### src/rtl/cpu_ctrl_seq.sv
// Microcode sequencer for the 8-bit CPU: Moore FSM stepping fetch/decode/execute micro-steps.
// Optional feature macro: CTRL_COND_JMP_EN enables the JC/JZ conditional jumps.
module cpu_ctrl_seq (
  input  logic       clk,
  input  logic       rst,
  input  logic       en,
  input  logic [3:0] ir_opcode,
  input  logic       carry_f,
  input  logic       zero_f,
  output logic       pc_out,
  output logic       pc_inc,
  output logic       pc_load,
  output logic       mar_wen,
  output logic       ram_oen,
  output logic       ram_wen,
  output logic       ir_wen,
  output logic       ir_oen,
  output logic       a_wen,
  output logic       a_oen,
  output logic       b_wen,
  output logic       alu_oen,
  output logic       alu_sub,
  output logic       flags_wen,
  output logic       out_wen,
  output logic       halt,
  output logic [2:0] step
);

  // Encoding doubles as the externally visible step code.
  typedef enum logic [2:0] {
    ST_T0   = 3'd0,
    ST_T1   = 3'd1,
    ST_T2   = 3'd2,
    ST_T3   = 3'd3,
    ST_T4   = 3'd4,
    ST_IDLE = 3'd5,
    ST_HALT = 3'd6
  } state_t;

  localparam logic [3:0] OP_LDA = 4'h1;
  localparam logic [3:0] OP_ADD = 4'h2;
  localparam logic [3:0] OP_SUB = 4'h3;
  localparam logic [3:0] OP_STA = 4'h4;
  localparam logic [3:0] OP_LDI = 4'h5;
  localparam logic [3:0] OP_JMP = 4'h6;
`ifdef CTRL_COND_JMP_EN
  localparam logic [3:0] OP_JC  = 4'h7;
  localparam logic [3:0] OP_JZ  = 4'h8;
`endif
  localparam logic [3:0] OP_OUT = 4'hE;
  localparam logic [3:0] OP_HLT = 4'hF;

  state_t state_q, state_d;

  always_ff @(posedge clk or posedge rst) begin
    if (rst) state_q <= ST_IDLE;
    else     state_q <= state_d;
  end

  always_comb begin
    state_d = state_q;
    if (en) begin
      case (state_q)
        ST_IDLE: state_d = ST_T0;
        ST_T0:   state_d = ST_T1;
        ST_T1:   state_d = ST_T2;
        ST_T2: begin
          case (ir_opcode)
            OP_HLT:                         state_d = ST_HALT;
            OP_LDA, OP_ADD, OP_SUB, OP_STA: state_d = ST_T3;
            default:                        state_d = ST_T0;
          endcase
        end
        ST_T3: begin
          case (ir_opcode)
            OP_ADD, OP_SUB: state_d = ST_T4;
            default:        state_d = ST_T0;
          endcase
        end
        ST_T4:   state_d = ST_T0;
        ST_HALT: state_d = ST_HALT;
        default: state_d = ST_IDLE;
      endcase
    end
  end

  // Control decode; en low forces every enable off while the state holds.
  always_comb begin
    pc_out    = 1'b0;
    pc_inc    = 1'b0;
    pc_load   = 1'b0;
    mar_wen   = 1'b0;
    ram_oen   = 1'b0;
    ram_wen   = 1'b0;
    ir_wen    = 1'b0;
    ir_oen    = 1'b0;
    a_wen     = 1'b0;
    a_oen     = 1'b0;
    b_wen     = 1'b0;
    alu_oen   = 1'b0;
    alu_sub   = 1'b0;
    flags_wen = 1'b0;
    out_wen   = 1'b0;
    if (en) begin
      case (state_q)
        ST_T0: begin
          pc_out  = 1'b1;
          mar_wen = 1'b1;
        end
        ST_T1: begin
          ram_oen = 1'b1;
          ir_wen  = 1'b1;
          pc_inc  = 1'b1;
        end
        ST_T2: begin
          case (ir_opcode)
            OP_LDA, OP_ADD, OP_SUB, OP_STA: begin
              ir_oen  = 1'b1;
              mar_wen = 1'b1;
            end
            OP_LDI: begin
              ir_oen = 1'b1;
              a_wen  = 1'b1;
            end
            OP_JMP: begin
              ir_oen  = 1'b1;
              pc_load = 1'b1;
            end
`ifdef CTRL_COND_JMP_EN
            OP_JC: begin
              ir_oen  = 1'b1;
              pc_load = carry_f;
            end
            OP_JZ: begin
              ir_oen  = 1'b1;
              pc_load = zero_f;
            end
`endif
            OP_OUT: begin
              a_oen   = 1'b1;
              out_wen = 1'b1;
            end
            default: ;
          endcase
        end
        ST_T3: begin
          case (ir_opcode)
            OP_LDA: begin
              ram_oen = 1'b1;
              a_wen   = 1'b1;
            end
            OP_ADD, OP_SUB: begin
              ram_oen = 1'b1;
              b_wen   = 1'b1;
            end
            OP_STA: begin
              a_oen   = 1'b1;
              ram_wen = 1'b1;
            end
            default: ;
          endcase
        end
        ST_T4: begin
          alu_oen   = 1'b1;
          a_wen     = 1'b1;
          flags_wen = 1'b1;
          alu_sub   = (ir_opcode == OP_SUB);
        end
        default: ;
      endcase
    end
  end

`ifndef CTRL_COND_JMP_EN
  logic unused_flags;
  assign unused_flags = carry_f | zero_f;
`endif

  assign halt = (state_q == ST_HALT);
  assign step = state_q;

endmodule

### config.mk
export PLATFORM = sky130hd
export DESIGN_NAME = cpu_ctrl_seq
export DESIGN_NICKNAME = d
export VERILOG_FILES = /design/src/rtl/cpu_ctrl_seq.sv
export SDC_FILE = /design/constraint.sdc
export NUM_CORES = 1
export LEC_CHECK = 0
export CAP_MARGIN = 10
export CORE_MARGIN = 2
export CORE_UTILIZATION = 36
export DETAILED_ROUTE_END_ITERATION = 8
export GPL_TIMING_DRIVEN = 0
export PLACE_DENSITY_LB_ADDON = 0.2
export REMOVE_ABC_BUFFERS = 1
export SLEW_MARGIN = 15
export SYNTH_ARGS = -nofsm -noshare
export SYNTH_HDL_FRONTEND = slang
export SYNTH_SLANG_ARGS = --single-unit
### constraint.sdc
create_clock -name clk -period 1.85 [get_ports clk]
set_clock_uncertainty 0.1 [all_clocks]
set_input_delay 0.37 -clock clk [delete_from_list [all_inputs] [get_ports clk]]
set_output_delay 0.37 -clock clk [all_outputs]
set_load 0.01 [all_outputs]
==> metrics.csv <==
metric;value;unit
ant_nets;0;
port_buffers;25;
area_growth;66.9;%
tns;-0.389;ns
peakVddDrop;727;uV
timing.final.ws_setup;-0.0980;ns
drcViolationCount;0;
track_usage;18.4;%
arrival;1.48;ns
dp_cells;96;
grt_pass1_wl;2.01;mm
status;finished with violations;
viasPerCell;5.18;
slew_violations;0;
syn_area;484;um^2
cts_sinks;3;
synth_common_cells;nand2_1, buf_2, nor2_1, nor4_1;
ys_seq_area_share;16.0;%
hold_path.class;input pin to asynchronous set/reset pin;
slew_headroom;81.2;%
end_kind;primary output;
grt_max_degree;15;
violations;negative setup slack;
worst_setup_path_start_kind;register;
largest_reg_flops;3;
finalPower;802;uW
drive_gt1_share;51.5;%
dr.first_iter.drc_count;6;
numCtsBuffers;3;
rows;13;
synth_flop_cell;dfstp_2;
fp.dieW;40.7;um
grt_pass1_vias;466;
critical_path_class;register to primary output;
rsz0062_at_grt;true;
synthTopCellsByArea;dfstp_2, nor4_1, nand2b_4, nand2_1, buf_2;
ys_async_sr_fraction;100;%
htree_levels;1;
cts_hold_buf;0;
setup_violations;6;
drv_cap;0;
worstMarginPinSlew;0.280;ns
fillers;123;
dieArea;0.00165;mm^2
powerDensity;992;mW/mm^2
fmax;513;MHz
core_area;0.00128;mm^2
routabilityCongestion;0.721;
r2r-start;step[0];
hold_violations;0;
reg2reg_depth;4;
wl;1.43;mm
placed_area;683;um^2
power_leakage;0.000402;uW
synth_area_leader_cell;dfstp_2;
worstPathRequired;1.38;ns
yosysWarnings;0;
grt.overflow.total;0;
insertion_delay;0.23;ns
ys_seq_elements;3;
antenna_cells;0;
design.portCount;28;
yosysMostFrequentCell;nand2_1;
initial_core_util;37.7;%
antenna_found_initial;0;
post_drt_wl_per_cell;12.7;um
final_cells;112;
dieHeight;40.7;um
root_buffer;clkbuf_4;
cts_buffer_depth;2;
yosysUniqueCellTypes;33;
syn-instance-count;66;
r2r_end;step[1];
reg2reg_slack;0.42;ns
clk_pin_slew;0.04;ns
cts_tree;yes;
fin_crit;1.95;ns
dp_hpwl;865;um
period_share;105;%
vias;580;
drt_pre_antenna_iters;4;
stdcell_area;808;um^2
synth_top_area_share;10.9;%
synth-edff-count;0;
crit_fanout;4;
synth_area_per_cell;7.34;um^2
nNetsFinal;107;
[where the power goes]
group / total, uW / internal, uW / switching (uW)
sequential: 130 / 98.7 / 30.8
combinational: 559 / 303 / 256
clock: 113 / 80.8 / 32.7
[how the worst max path moves through the flow]
| stage | start | to | cells after the start |
|---|---|---|---|
| 3_5_place_dp | ir_opcode[1] | mar_wen | 5 |
| 2_1_floorplan | step[1] | ir_oen | 3 |
| 6_report | step[0] | ir_wen | 5 |
| 3_3_place_gp | ir_opcode[2] | mar_wen | 5 |
| 4_1_cts | step[0] | ir_wen | 5 |
| 5_1_grt | step[0] | pc_inc | 5 |
[routing by layer]
metal	global-route usage (%)	routed length, um
met1	20.8	607
met2	33.3	758
met3	0.543	59
met4	11.7	0
met5	0	0
[placed cells by master, fill, tap and decap left out, drive strengths merged, types with 2 or more instances in the layout]
cell type,netlist,final
dlygate4sd2,0,5
and3,2,2
clkdlybuf4s15,0,3
clkdlybuf4s50,0,2
inv,3,3
nand2b,3,3
buf,10,25
nor4,5,5
o21ai,4,4
nor2,5,5
nor3,5,5
nor3b,2,2
a21oi,2,2
clkbuf,0,6
nand2,7,7
nand3,2,2
dfstp,2,2
[area by class of cell]
class | instances | area [um^2] | area share (%)
Multi-Input combinational cell | 50 | 377 | 46.6
Timing Repair Buffer | 37 | 297 | 36.7
Sequential cell | 3 | 78.8 | 9.75
Clock buffer | 4 | 26.3 | 3.25
Tap cell | 15 | 18.8 | 2.32
Inverter | 3 | 11.3 | 1.39
[worst max-delay path: stages (launching register included)]
cell     delay (ns)
dfstp_2        0.56
buf_6          0.11
nand2_4        0.06
or3_4          0.34
inv_2          0.06
buf_2          0.12
[what timing repair did]
action	4_1_cts	5_1_grt
pin swaps	6	6
gates resized for setup	82	15
setup endpoints to repair	19	12
buffers inserted	10	2
[through the flow]
stage,setup slack [ns],hold slack (ns),util (%)
3_5_place_dp,-0.850,0.443,53.2
5_1_grt,-0.153,0.215,62.9
6_report,-0.0980,0.202,62.9
4_1_cts,-0.122,0.191,60.9
2_1_floorplan,0.0677,0.0222,-
3_3_place_gp,-0.846,0.445,53.2
[logic make-up (layout without fill, tap and decap cells)]
group	after synthesis	in the layout	synth area share, %
AO/OA/AOI/OAI	12	12	16.0
flip-flops	3	3	16.0
XOR/XNOR	1	1	1.81
buffers and inverters	13	44	16.8
AND/OR/NAND/NOR	37	37	49.4
No activity file was read; power rests on OpenSTA's default activity.
